**src/rtl/alu_multiciclo.sv**
```systemverilog
// ============================================================================
// Module   : alu_multiciclo
// Function : Multi-cycle unsigned ALU (add/sub/shift-add mul/restoring div)
//            with start/busy/done handshake and registered result and flags.
// Revision : 1.0 - initial release
// ============================================================================
`default_nettype none

module alu_multiciclo #(
  parameter int WIDTH = 3
) (
  input  logic               clk,
  input  logic               rst,
  input  logic [WIDTH-1:0]   portA,
  input  logic [WIDTH-1:0]   portB,
  input  logic [1:0]         opcode,
  input  logic               start,
  output logic               busy,
  output logic               done,
  output logic [2*WIDTH-1:0] result,
  output logic               neg,
  output logic               dz
);

  localparam int               RW        = 2 * WIDTH;
  localparam int               CNT_W     = $clog2(WIDTH + 1);
  localparam logic [CNT_W-1:0] LAST_STEP = CNT_W'(WIDTH - 1);
  localparam logic [1:0]       OP_ADD    = 2'b00;
  localparam logic [1:0]       OP_SUB    = 2'b01;
  localparam logic [1:0]       OP_MUL    = 2'b10;
  localparam logic [1:0]       OP_DIV    = 2'b11;

  typedef enum logic [0:0] {
    S_IDLE = 1'b0,
    S_CALC = 1'b1
  } state_t;

  state_t           r_state;
  state_t           w_state_next;

  // r_a doubles as the dividend/quotient shift register during divide,
  // r_b as the multiplier shift register during multiply.
  logic [WIDTH-1:0] r_a;
  logic [WIDTH-1:0] r_b;
  logic [1:0]       r_op;
  logic [CNT_W-1:0] r_cnt;
  logic [RW-1:0]    r_acc;
  logic [RW-1:0]    r_mcand;
  logic [WIDTH-1:0] r_rem;
  logic [RW-1:0]    r_result;
  logic             r_neg;
  logic             r_dz;
  logic             r_done;

  logic [WIDTH:0]   w_sum;
  logic [WIDTH:0]   w_trial;
  logic             w_fits;
  logic [WIDTH-1:0] w_rem_next;
  logic [WIDTH-1:0] w_quo_next;
  logic [RW-1:0]    w_acc_next;
  logic             w_last;
  logic             w_finish;
  logic [RW-1:0]    w_fin_result;
  logic             w_fin_neg;
  logic             w_fin_dz;

  assign w_sum      = {1'b0, r_a} + {1'b0, r_b};
  assign w_acc_next = r_b[0] ? (r_acc + r_mcand) : r_acc;
  assign w_trial    = {r_rem, r_a[WIDTH-1]} - {1'b0, r_b};
  assign w_fits     = ~w_trial[WIDTH];
  assign w_rem_next = w_fits ? w_trial[WIDTH-1:0] : {r_rem[WIDTH-2:0], r_a[WIDTH-1]};
  assign w_quo_next = {r_a[WIDTH-2:0], w_fits};
  assign w_last     = (r_cnt == LAST_STEP);

  always_ff @(posedge clk) begin
    if (!rst) begin
      r_state <= S_IDLE;
    end else begin
      r_state <= w_state_next;
    end
  end

  always_comb begin
    w_state_next = r_state;
    w_finish     = 1'b0;
    w_fin_result = r_result;
    w_fin_neg    = 1'b0;
    w_fin_dz     = 1'b0;
    case (r_state)
      S_IDLE: begin
        if (start) begin
          w_state_next = S_CALC;
        end
      end
      S_CALC: begin
        case (r_op)
          OP_ADD: begin
            w_finish     = 1'b1;
            w_fin_result = RW'(w_sum);
          end
          OP_SUB: begin
            w_finish = 1'b1;
            if (r_a >= r_b) begin
              w_fin_result = RW'(r_a - r_b);
            end else begin
              w_fin_result = RW'(r_b - r_a);
              w_fin_neg    = 1'b1;
            end
          end
          OP_MUL: begin
            if (w_last) begin
              w_finish     = 1'b1;
              w_fin_result = w_acc_next;
            end
          end
          default: begin
            if (r_b == '0) begin
              w_finish     = 1'b1;
              w_fin_result = {r_a, {WIDTH{1'b1}}};
              w_fin_dz     = 1'b1;
            end else if (w_last) begin
              w_finish     = 1'b1;
              w_fin_result = {w_rem_next, w_quo_next};
            end
          end
        endcase
        if (w_finish) begin
          w_state_next = S_IDLE;
        end
      end
      default: w_state_next = S_IDLE;
    endcase
  end

  always_ff @(posedge clk) begin
    if (!rst) begin
      r_a      <= '0;
      r_b      <= '0;
      r_op     <= '0;
      r_cnt    <= '0;
      r_acc    <= '0;
      r_mcand  <= '0;
      r_rem    <= '0;
      r_result <= '0;
      r_neg    <= 1'b0;
      r_dz     <= 1'b0;
      r_done   <= 1'b0;
    end else begin
      r_done <= w_finish;
      if (w_finish) begin
        r_result <= w_fin_result;
        r_neg    <= w_fin_neg;
        r_dz     <= w_fin_dz;
      end
      if (r_state == S_IDLE && start) begin
        r_a     <= portA;
        r_b     <= portB;
        r_op    <= opcode;
        r_cnt   <= '0;
        r_acc   <= '0;
        r_mcand <= RW'(portA);
        r_rem   <= '0;
      end else if (r_state == S_CALC && !w_finish) begin
        r_cnt <= r_cnt + 1'b1;
        if (r_op == OP_MUL) begin
          r_acc   <= w_acc_next;
          r_mcand <= r_mcand << 1;
          r_b     <= r_b >> 1;
        end else if (r_op == OP_DIV) begin
          r_rem <= w_rem_next;
          r_a   <= w_quo_next;
        end
      end
    end
  end

  assign busy   = (r_state == S_CALC);
  assign done   = r_done;
  assign result = r_result;
  assign neg    = r_neg;
  assign dz     = r_dz;

endmodule

`default_nettype wire

```
**config.mk**
```make
export PLATFORM = sky130hd
export DESIGN_NAME = alu_multiciclo
export DESIGN_NICKNAME = d
export VERILOG_FILES = /design/src/rtl/alu_multiciclo.sv
export SDC_FILE = /design/constraint.sdc
export NUM_CORES = 1
export LEC_CHECK = 0
export ABC_AREA = 1
export CAP_MARGIN = 10
export CORE_MARGIN = 2
export CORE_UTILIZATION = 52
export CTS_CLUSTER_DIAMETER = 120
export DETAILED_ROUTE_END_ITERATION = 10
export HOLD_SLACK_MARGIN = 0.05
export PLACE_DENSITY = 0.76
export SLEW_MARGIN = 0
export SYNTH_ARGS = -nofsm -noshare
export SYNTH_HDL_FRONTEND = slang
export SYNTH_SLANG_ARGS = --single-unit
```
**constraint.sdc**
```tcl
create_clock -name clk -period 1.8 [get_ports clk]
set_input_delay 0.36 -clock clk [delete_from_list [all_inputs] [get_ports clk]]
set_output_delay 0.36 -clock clk [all_outputs]
set_load 0.1 [all_outputs]
```
# Yosys cells after proc, flatten, opt, wreduce, memory -nomap -nowiden

Index checks and enable logic that the tools add are counted.
W data, S select, Z words.

Add/sub/neg operators: 6
Magnitude comparators: 1
Equal/unequal tests: 6
Mux-type cells: 31
Bitwise operators: 4
Reductions and logical operators: 17

Operators by type and width:

| kind                  | count |
|---|---|
| $mux W3               | 11 |
| $mux W6               | 5 |
| $pmux W6 S3           | 1 |
| $mux W1               | 12 |
| $sub A3 B3 Y4         | 2 |
| $add A6 B6 Y6         | 1 |
| $eq A2 B2 Y1 const B  | 3 |
| $reduce_and A3 Y1     | 2 |
| $reduce_bool A2 Y1    | 3 |
| $add A3 B3 Y4         | 1 |
| $ne A2 B2 Y1 const B  | 2 |
| $not A1 Y1            | 4 |
| $pmux W1 S2           | 2 |
| $reduce_and A2 Y1     | 2 |
| $reduce_and A4 Y1     | 1 |
| $reduce_bool A4 Y1    | 1 |
| $reduce_or A2 Y1      | 2 |
| $sub A4 B3 Y4         | 1 |
| $ge A3 B3 Y1          | 1 |
| $logic_not A3 Y1      | 1 |
| $reduce_or A3 Y1      | 1 |
| $add A2 B1 Y2 const B | 1 |
| $eq A2 B1 Y1 const B  | 1 |
| $logic_and A1 B1 Y1   | 2 |
| 2 further kinds       | 2 |

Register bits after elaboration: 35
Input bits: 11
Output and inout bits: 10
Logic and storage cells: 78

# Longest topological paths before layout

Gate-level depths: netlist (run 1).

Depth after elaboration: 10
Gate-level depth with buffers: 15
Depth with buffers taken out: 15

# Least setup slack after synthesis (run 1)

OpenSTA, ideal clock, no wires.

Kind: flip-flop to flip-flop
Start: register r_b[1]
End: register r_result[4], in the netlist result[4]
Setup time: 0.109 ns
Arrival time: 1.854 ns
Required time: 1.691 ns
Path slack: -0.162 ns
Cell stages (with the launch flop): 14
Buffers on the path: 0
Path through: dfxtp_1 > inv_1 > fa_1 > inv_1 > fa_1 > nand2_1 > inv_1 > nand2_1 > nand3_1 > nand2_1 > nor2_1 > nand3_1 > nand2_1 > inv_1

Cells in the longest elaborated chain, start to end: 6

RTL lines:

| item                                                                  | line | text |
|---|---|---|
| start: declaration                                                    | 44   | `logic [WIDTH-1:0] r_b;` |
| start signal: assignment                                              | 157  | `r_b <= portB;` |
| start signal: assignment                                              | 168  | `r_b <= r_b >> 1;` |
| parallel branches: the longest is 6 deep, another holds $sub A4 B3 Y4 | -    |  |
| end signal: assignment                                                | 151  | `r_result <= w_fin_result;` |
| end: declaration                                                      | 50   | `logic [RW-1:0] r_result;` |

Several ways; the timed one is not identified. The select of a mux whose other input is x is not followed.
A chain may end at the register's enable or synchronous reset.

# Final worst setup path (run 1)

Start: register r_a[0]
End: register r_result[5], in the netlist result[5]

Cells in the longest elaborated chain, start to end: 3

RTL lines:

| item                                        | line | text |
|---|---|---|
| start: declaration                          | 43   | `logic [WIDTH-1:0] r_a;` |
| start signal: assignment                    | 156  | `r_a <= portA;` |
| start signal: assignment                    | 171  | `r_a <= w_quo_next;` |
| $sub A3 B3 Y4, or another cell as far along | 106  | `w_fin_result = RW'(r_b - r_a);` |
| $mux W6 (*)                                 | 103  | `if (r_a >= r_b) begin` |
| $pmux W6 S3 (*)                             | 96   | `case (r_op)` |

Every way passes the cells marked *; elsewhere a longest branch is shown, timed or not.

==> results.py, run 1 <==
metrics = {
    "place": {
        "place.gp.congestion": 0.890,
        "place_ws_ns": -0.107,
        "place_area_sq_mm": 0.00284,
        "place_hpwl_mm": 4.76,
        "io_buffers": 20,
    },
    "setup_path": {
        "r2r_slack_ns": -0.13,
        "cpPeakStageDelay_ns": 0.33,
        "cp_top_family": "adder cells",
        "worst-path-buf-inv": 5,
        "crit_path_frequent_cell": "inv_2",
        "crit_path_max_fanout": 4,
        "start_kind": "flop",
        "cpMaxStageDelayCell": "dfxtp_2",
        "critPathArrivalTime_ns": 2.10,
        "cp_cell_sequence": "inv_2, ha_4, inv_2, fa_2, inv_2, fa_2, nand2_4, inv_4, nand2_2, nand3_4, buf_6, nand3_2, nor2_2, a21oi_1",
        "worstPathRequired_ns": 1.98,
        "end_kind": "flop",
        "critPathKind": "flop to flop",
    },
    "route": {
        "drt_iter0_markers": 217,
        "vias": 2393,
        "routed_wl_mm": 6.42,
        "dr.pass1.iters": 5,
        "viasPerCell": 5.49,
        "final_antenna_net_count": 0,
        "wl_per_cell_microns": 14.7,
        "route.detailed.drc": 0,
    },
    "timing": {
        "drv_slew": 0,
        "finalCriticalPeriod_ns": 1.93,
        "fin_setup_tns_ns": -0.349,
        "fmax_mhz": 519,
        "slew_headroom": 0.683,
        "setup_violations": 5,
        "worst_slack_ns": -0.127,
        "rsz0062_at_grt": "true",
        "clock_skew_ns": 0.00516,
        "worst_pin_slew_ns": 0.474,
        "hold_viol_final": 0,
        "finalCritPeriodShare": 1.07,
    },
    "synth": {
        "synth.distinct_cells": 28,
        "synth_area_sq_mm": 0.00231,
        "synth_edf_count": 0,
        "syn_inst": 333,
        "synthFlopType": "dfxtp_1",
        "synth_top_area_frac": 0.303,
        "synth_nets": 368,
        "yosysSeqAreaShare": 0.303,
        "synth_largest_area_cell": "dfxtp_1",
        "yosys_warnings": 0,
        "async_reset_ff_frac": 0,
        "ys_top_cells_by_area": "dfxtp_1 30%, nand2_1 13%, ha_1 9.7%, inv_1 7.1%, nand3_1 6.9%",
        "syn_area_per_cell_sq_um": 6.95,
        "yosys-top-cells-count": "82 x nand2_1, 44 x inv_1, 35 x dfxtp_1",
        "ys_ff_latch": 35,
        "yosysMostFrequentCell": "nand2_1",
    },
    "power_and_ir_drop": {
        "power.leakage_nw": 1.36,
        "p_total_mw": 2.17,
        "irDropWorstVdd_mv": 0.633,
        "p_per_area_mw_per_mm2": 699,
    },
    "global_route": {
        "antenna_found_initial": 0,
        "grt_pass1_wl_mm": 10.6,
        "grt_pass1_vias": 2299,
        "grt_max_degree": 16,
        "grt_usage": 0.269,
        "gr-total-overflow": 0,
    },
    "floorplan": {
        "initial_core_util": 0.535,
        "core_sq_mm": 0.00432,
        "ioPinCount": 21,
        "rows": 24,
        "dieArea_sq_mm": 0.00500,
        "die_y_microns": 70.7,
        "die_w_microns": 70.7,
    },
    "cts": {
        "path_clk_slew_ns": 0.07,
        "cts_tree": "yes",
        "cts_max_level": 2,
        "cts.sinks": 35,
        "clock_latency_ns": 0.29,
        "numCtsBuffers": 5,
        "clock_tree.root_cell": "clkbuf_8",
        "cts_max_path_buffers": 2,
    },
    "hold_path": {
        "hold_path_class": "flop to flop",
    },
    "layout": {
        "nNetsFinal": 419,
        "fin_area_sq_mm": 0.00311,
        "syn_to_final_growth_pct": 34.5,
        "num_antenna_cells": 0,
        "drive_above_1_share": 0.242,
    },
    "outcome": {
        "status": "finished with violations",
        "violations": "negative setup slack",
    },
    "job": {
        "max_cap_violations": 0,
    },
}
cells by family after synthesis:
| kind of cell | synth area share |
|---|---|
| and+or+nand+nor | 0.297 |
| AOI/OAI and AO/OA | 0.151 |
| buffers and inverters | 0.0914 |
| DFF | 0.303 |
| adders and majority gates | 0.149 |
| xor gates and xnor gates | 0.00757 |
flip-flops by register name, summed over array words and instances, names as in the netlist, 2 cells and up:
signal and flops:
r_a 3, r_acc 6, r_b 3, r_cnt 2, r_mcand 6, r_op 2
r_rem 3, result 6
per-layer routing:
layer / GRT usage / wire [microns] / up-vias
li1: - / - / 1190
met1: 0.353 / 2790 / 1098
met2: 0.457 / 3140 / 93
met3: 0.0442 / 383 / 12
met4: 0.0776 / 102 / 0
met5: 0 / 0 / -
path summary, 6_finish.rpt:
| path | to | depth (start not counted) | from |
|---|---|---|---|
| max | result[5]$_SDFFE_PN0P_ | 14 | r_a[0]$_SDFFE_PN0P_ |
| min | r_mcand[5]$_SDFFE_PP0P_ | 2 | r_mcand[5]$_SDFFE_PP0P_ |
| max reg2reg | result[5]$_SDFFE_PN0P_ | 14 | r_a[0]$_SDFFE_PN0P_ |
| min reg2reg | r_mcand[5]$_SDFFE_PP0P_ | 2 | r_mcand[5]$_SDFFE_PP0P_ |
cell usage in the layout (no fill, tap or decap), drive strengths merged, types with 4 or more instances in the layout:
master         instances
a21oi                 32
a31oi                  5
buf                   41
clkbuf                 6
clkdlybuf4s50         10
dfxtp                 35
fa                     6
ha                    18
inv                   46
nand2                 86
nand3                 32
nand4                  4
nor2                  24
nor3                   4
o211ai                 4
o21ai                 22
worst min-delay path: stages, from the launching register on:
cell,delay (ns)
dfxtp_1,0.31
inv_1,0.06
a21oi_1,0.05
report_power, final:
group	switching, mW	internal (mW)
clock network	0.287	0.406
logic	0.379	0.258
registers	0.0372	0.808
area by class of cell:
cell class,instances,area [sq um]
clock buffers,6,72.6
clock inverters,1,30.0
fillers,343,1210
inverters,46,175
multi-input cells,245,1520
flip-flops and latches,35,707
well taps,52,65.1
repair buffers,51,544
through the flow:
stage / hold WS, ns / std cells / utilization
2_1_floorplan: 0.443 / 333 / -
3_3_place_gp: 0.454 / 423 / 0.656
3_5_place_dp: 0.468 / 423 / 0.656
4_1_cts: 0.479 / 434 / 0.697
5_1_grt: 0.505 / 436 / 0.720
6_report: 0.473 / 436 / 0.720
repair_timing:
action	CTS	global route
hold buffers	0	0
setup endpoints to repair	8	12
pin swaps	10	9
resized for setup	15	21
buffers inserted	4	2
No activity file was read; power rests on OpenSTA's default activity.
==> run 2: changes to the inputs <==
--- a/config.mk
+++ b/config.mk
@@ -7,12 +7,11 @@
 export LEC_CHECK = 0
 export ABC_AREA = 1
 export CAP_MARGIN = 10
-export CORE_MARGIN = 2
 export CORE_UTILIZATION = 52
 export CTS_CLUSTER_DIAMETER = 120
 export DETAILED_ROUTE_END_ITERATION = 10
 export HOLD_SLACK_MARGIN = 0.05
-export PLACE_DENSITY = 0.76
+export PLACE_DENSITY = 0.87
 export SLEW_MARGIN = 0
 export SYNTH_ARGS = -nofsm -noshare
 export SYNTH_HDL_FRONTEND = slang
==> results.py, run 2 (synthesis gave the netlist of run 1 again) <==
metrics = {
    "floorplan": {
        "core_sq_mm": 0.00414,
        "die_w_microns": 68.7,
        "dieArea_sq_mm": 0.00472,
        "die_y_microns": 68.7,
        "initial_core_util": 0.558,
        "ioPinCount": 21,
        "rows": 23,
    },
    "global_route": {
        "grt_usage": 0.298,
        "grt_pass1_wl_mm": 10.0,
        "grt_use_met1": 0.363,
        "antenna_found_initial": 0,
        "use_met3": 0.0543,
        "grt_pass1_vias": 2217,
        "grt_use_met2": 0.511,
        "grt_max_degree": 16,
        "grt.busiest_layer": "met2",
        "gr-total-overflow": 0,
    },
    "power_and_ir_drop": {
        "p_per_area_mw_per_mm2": 725,
        "p_total_mw": 2.18,
        "irDropWorstVdd_mv": 0.532,
        "power.leakage_nw": 1.32,
    },
    "job": {
        "max_cap_violations": 0,
    },
    "cts": {
        "cts_tree": "yes",
        "cts_max_path_buffers": 2,
        "numCtsBuffers": 5,
        "clock_tree.root_cell": "clkbuf_8",
        "cts.sinks": 35,
        "cts_max_level": 2,
        "clock_latency_ns": 0.30,
        "hold_buffers": 0,
        "path_clk_slew_ns": 0.08,
    },
    "timing": {
        "drv_slew": 0,
        "finalCriticalPeriod_ns": 1.91,
        "worst_slack_ns": -0.114,
        "worst_pin_slew_ns": 0.373,
        "hold_viol_final": 0,
        "timing.hold.ws_ns": 0.479,
        "finalCritPeriodShare": 1.06,
        "fin_setup_tns_ns": -0.227,
        "setup_violations": 4,
        "clock_skew_ns": 0.00418,
        "slew_headroom": 0.750,
        "rsz0062_at_grt": "true",
        "fmax_mhz": 522,
    },
    "place": {
        "io_buffers": 20,
        "place_hpwl_mm": 4.87,
        "place.gp.congestion": 0.966,
        "placedCellCount": 418,
    },
    "layout": {
        "mostFrequentLayoutCells": "78 x nand2_1, 39 x inv_1, 30 x nand3_1, 30 x dfxtp_1, 29 x a21oi_1",
        "syn_to_final_growth_pct": 30.3,
        "nNetsFinal": 413,
        "utilization": 0.727,
        "layout.cells.non_filler": 429,
        "drive_above_1_share": 0.211,
        "final_common_cell": "nand2_1",
        "num_antenna_cells": 0,
        "fillers": 320,
    },
    "setup_path": {
        "critPathArrivalTime_ns": 2.14,
        "r2r_slack_ns": -0.11,
        "critPathKind": "flop to flop",
        "crit_path_max_fanout": 2,
        "r2r_end": "result[2]$_SDFFE_PN0P_",
        "start_kind": "flop",
        "worstPathRequired_ns": 2.03,
        "ff2ff_path_depth": 11,
        "reg2reg_from": "r_a[0]$_SDFFE_PN0P_",
        "end_kind": "flop",
    },
    "route": {
        "vias": 2353,
        "wl_per_cell_microns": 15.3,
        "dr.pass1.iters": 4,
        "routed_wl_mm": 6.57,
        "final_antenna_net_count": 0,
        "drt_iter0_markers": 262,
        "viasPerCell": 5.48,
        "route.detailed.drc": 0,
    },
    "outcome": {
        "violations": "negative setup slack",
        "status": "finished with violations",
    },
    "hold_path": {
        "hold_path.startpoint": "r_mcand[5]$_SDFFE_PP0P_",
        "hold_end": "r_mcand[5]$_SDFFE_PP0P_",
        "hold_depth": 2,
        "hold_path_class": "flop to flop",
    },
}
[run 2: layout make-up]
| class | count | area (sq um) | area share |
|---|---|---|---|
| inverters | 46 | 175 | 0.0581 |
| multi-input cells | 245 | 1470 | 0.487 |
| clock inverters | 3 | 43.8 | 0.0145 |
| repair buffers | 45 | 488 | 0.162 |
| flip-flops and latches | 35 | 707 | 0.235 |
| well taps | 50 | 62.6 | 0.0208 |
| clock buffers | 5 | 68.8 | 0.0228 |
[run 2: critical path: stages, from the launching register on]
cell	delay, ns
dfxtp_2	0.33
inv_2	0.07
ha_4	0.12
inv_2	0.04
fa_2	0.32
inv_2	0.06
fa_2	0.43
nand2_2	0.09
nand3_2	0.06
nand4_1	0.12
nand2_1	0.08
a21oi_2	0.13
[run 2: repair_timing]
| action | CTS | global route |
|---|---|---|
| cloned | 0 | 0 |
| setup buffers | 2 | 1 |
| setup endpoints to repair | 6 | 11 |
| resized for setup | 11 | 11 |
| pin swaps | 11 | 5 |
[run 2: layer usage]
layer / up-vias / share of wire
met5: - / 0
met2: 88 / 0.49
met3: 16 / 0.070
li1: 1180 / -
met1: 1069 / 0.42
met4: 0 / 0.020
[run 2: how the worst max path moves through the flow]
stage                                   to  cells past startpoint                start
floorplan           result[4]$_SDFFE_PN0P_                     13  r_b[1]$_SDFFE_PN0P_
global placement    result[4]$_SDFFE_PN0P_                     15  r_a[0]$_SDFFE_PN0P_
detailed placement  result[1]$_SDFFE_PN0P_                     12  r_a[0]$_SDFFE_PN0P_
CTS                 result[4]$_SDFFE_PN0P_                     15  r_a[0]$_SDFFE_PN0P_
global route        result[2]$_SDFFE_PN0P_                     11  r_a[0]$_SDFFE_PN0P_
finish              result[2]$_SDFFE_PN0P_                     11  r_a[0]$_SDFFE_PN0P_
[run 2: stage by stage]
| stage | worst slack, ns | area, sq um |
|---|---|---|
| final | -0.114 | 3010 |
| after global routing | -0.158 | 3010 |
| after CTS | -0.0594 | 2970 |
| after detailed placement | -0.0761 | 2810 |
| after global placement | -0.0469 | 2810 |
| after floorplan | -0.00993 | 2320 |
[run 2: report_power, final]
part           switching (mW)  leakage, nW  internal, mW
registers              0.0395        0.287         0.807
clock network           0.312       0.0581         0.412
logic                   0.374        0.978         0.240
total                   0.725         1.32          1.46
==> run 3: changes to the inputs <==
--- a/config.mk
+++ b/config.mk
@@ -10,7 +10,6 @@
 export CORE_UTILIZATION = 52
 export CTS_CLUSTER_DIAMETER = 120
 export DETAILED_ROUTE_END_ITERATION = 10
-export HOLD_SLACK_MARGIN = 0.05
 export PLACE_DENSITY = 0.87
 export SLEW_MARGIN = 0
 export SYNTH_ARGS = -nofsm -noshare
==> results of run 3 <==
Final layout, timing and power as in run 2 (identical DEF).
==> RTL change, RTL diff (flow settings as in run 1) <==
Make the reset (`rst`) asynchronous in 2 clocked blocks.
--- a/src/rtl/alu_multiciclo.sv
+++ b/src/rtl/alu_multiciclo.sv
@@ -72,7 +72,7 @@
   assign w_quo_next = {r_a[WIDTH-2:0], w_fits};
   assign w_last     = (r_cnt == LAST_STEP);
 
-  always_ff @(posedge clk) begin
+  always_ff @(posedge clk or negedge rst) begin
     if (!rst) begin
       r_state <= S_IDLE;
     end else begin
@@ -132,7 +132,7 @@
     endcase
   end
 
-  always_ff @(posedge clk) begin
+  always_ff @(posedge clk or negedge rst) begin
     if (!rst) begin
       r_a      <= '0;
       r_b      <= '0;
Behaviour: differs if rst is asserted again (counterexample within 4 cycles, from zero or initial values and one cycle with rst low); with rst held inactive, the same outputs for 10 cycles.
==> RTL change against run 1 <==
Critical endpoint is now result[5]; the run still ends with setup timing left; highest routed layer unchanged; synthesized area increased by 7.0%; wire length down 2.9%; core utilization fell by 1.3 points; design area increased by 5.8%; sequential share of layout area up 4.0 points; sequential cell count unchanged; setup slack worse by 0.073 ns.
Power is left out: it rests on default switching activity, and per cell area and clock period it moved more than threefold.
==> RTL change: results (changes against run 1) <==
Tot GR Track Use 26.0% (was 26.9%); CP Launch Type flop (unchanged); clock root buffer clkbuf_8 (unchanged); worst clock skew on the final layout 0.0108 ns (was 0.00516 ns); wire length of the first global-routing pass 10500 um (was 10600 um); Setup violations, final 6 (was 5); first drt pass iteration count 4 (was 5); critical register-to-register path startpoint r_b[0] (was r_a[0]); failing checks setup timing (unchanged); sum of routed wire length over all layers 6230 um (was 6420 um); top fanout value on the critical path 4 (unchanged); dominant cells by area after synthesis dfrtp_1, nand2_1, ha_1, inv_1, nand3_1 (was dfxtp_1, nand2_1, ha_1, inv_1, nand3_1); routed vias/inst 5.37 (was 5.49); dpl cells 412 (was 423); via count of the first global-routing pass 2313 (was 2299); maximum number of pins on one net before global-route repair 36 (was 16); number of fill cells in the layout 361 (was 343); Post-synth top cells nand2_1, inv_1, dfrtp_1, nand3_1, o21ai_0 (was nand2_1, inv_1, dfxtp_1, nand3_1, a21oi_1); clock latency reported for the late side of the worst-skew pair 0.30 ns; adder-cell share of the synthesized area 14.0% (was 14.9%); xor and xnor fraction of the mapped netlist area 0.708% (was 0.757%); Syn Area/Cell 7.93 sq um (was 6.95 sq um); HP Class in2async (was reg2reg); Yosys cell types 33 (was 28); placed wire-length estimate 4760 um (about the same); drt first-iter violations 171 (was 217); CTS max path bufs 2 (unchanged); Worst Max-Slew Pin Slew 0.446 ns (was 0.474 ns); final routed wire length divided by cell count 14.7 um (about the same); multiplexer area fraction after synthesis 0% (unchanged); reg-to-reg critical path endpoint result[5] (unchanged); clock slew at the register clock pins of the worst setup and hold paths 0.08 ns; Synth Area in Compound Gates 14.5% (was 15.1%); critical path endpoint category flop (unchanged); Post-synth ARST share 100% (was 0%); RePlAce Congestion 0.926 (was 0.890); Port Buf Inserts 20 (unchanged); ratio of cells with drive above 1 in the final layout 30.5% (was 24.2%); outcome complete, but fails checks (unchanged); sequential cell area fraction in the yosys report 35.4% (was 30.3%); setup slack of the critical path after layout -0.200 ns (was -0.127 ns); Mapped Nets 347 (was 368); CTS H-tree lvls 2 (unchanged); number of buffers inserted during clock tree synthesis 5 (unchanged); path depth of the worst reg2reg path 15 (was 14); Worst Path Arrival 2.19 ns (was 2.10 ns); yosys synthesis warning count 0 (unchanged); Antenna diodes 0 (unchanged); initial antenna violation count 0 (unchanged); Nets 404 (was 419)
==> RTL change: what timing repair did <==
item / in CTS / in global routing
endpoints found under the hold margin: 0 / 0
setup buffers: 3 / 1
gates resized for setup: 14 / 14
setup endpoints to repair: 7 / 11
pin swaps: 10 / 8
==> RTL change: worst min path at each step <==
stage,end,cells past startpoint
floorplan,busy,0
global placement,r_cnt[1],2
detailed placement,r_cnt[1],2
CTS,r_rem[0],2
global route,r_rem[0],2
finish,r_rem[0],2
==> RTL change: per-stage QoR <==
stage / setup WS (ns) / setup TNS [ns] / area (sq um) / hold slack [ns]
floorplan: -0.0956 / -0.252 / 2510 / 0.0644
global placement: -0.149 / -0.569 / 3070 / 0.500
detailed placement: -0.186 / -0.814 / 3070 / 0.518
CTS: -0.164 / -0.729 / 3230 / 0.481
global route: -0.295 / -1.53 / 3290 / 0.519
finish: -0.200 / -0.999 / 3290 / 0.456
==> RTL change: critical path, stage by stage (launching register included) <==
cell	delay, ns
dfrtp_2	0.44
ha_4	0.18
inv_4	0.05
fa_2	0.18
inv_2	0.04
fa_2	0.39
nand2_4	0.10
inv_4	0.05
nand3_2	0.06
nand2_2	0.07
nand2_2	0.06
nand2_2	0.06
inv_1	0.05
nand2_1	0.04
nor2_1	0.08
nor2_1	0.05
==> RTL change: area by class of cell <==
type	instances	area share, %
Tap cell	54	2.05
Timing Repair Buffer	55	17.1
Inverter	53	6.50
Clock buffer	8	3.04
Sequential cell	35	26.7
Multi-Input combinational cell	219	44.6
==> RTL change: layer usage <==
metal | GRT usage [%] | part of all wire, % | up-vias | routed length, um
met5 | 0 | 0 | - | 0
met4 | 9.05 | 2.3 | 0 | 141
met3 | 4.70 | 4.6 | 13 | 287
met2 | 41.9 | 48 | 58 | 2980
met1 | 35.1 | 45 | 1081 | 2830
li1 | - | - | 1124 | -
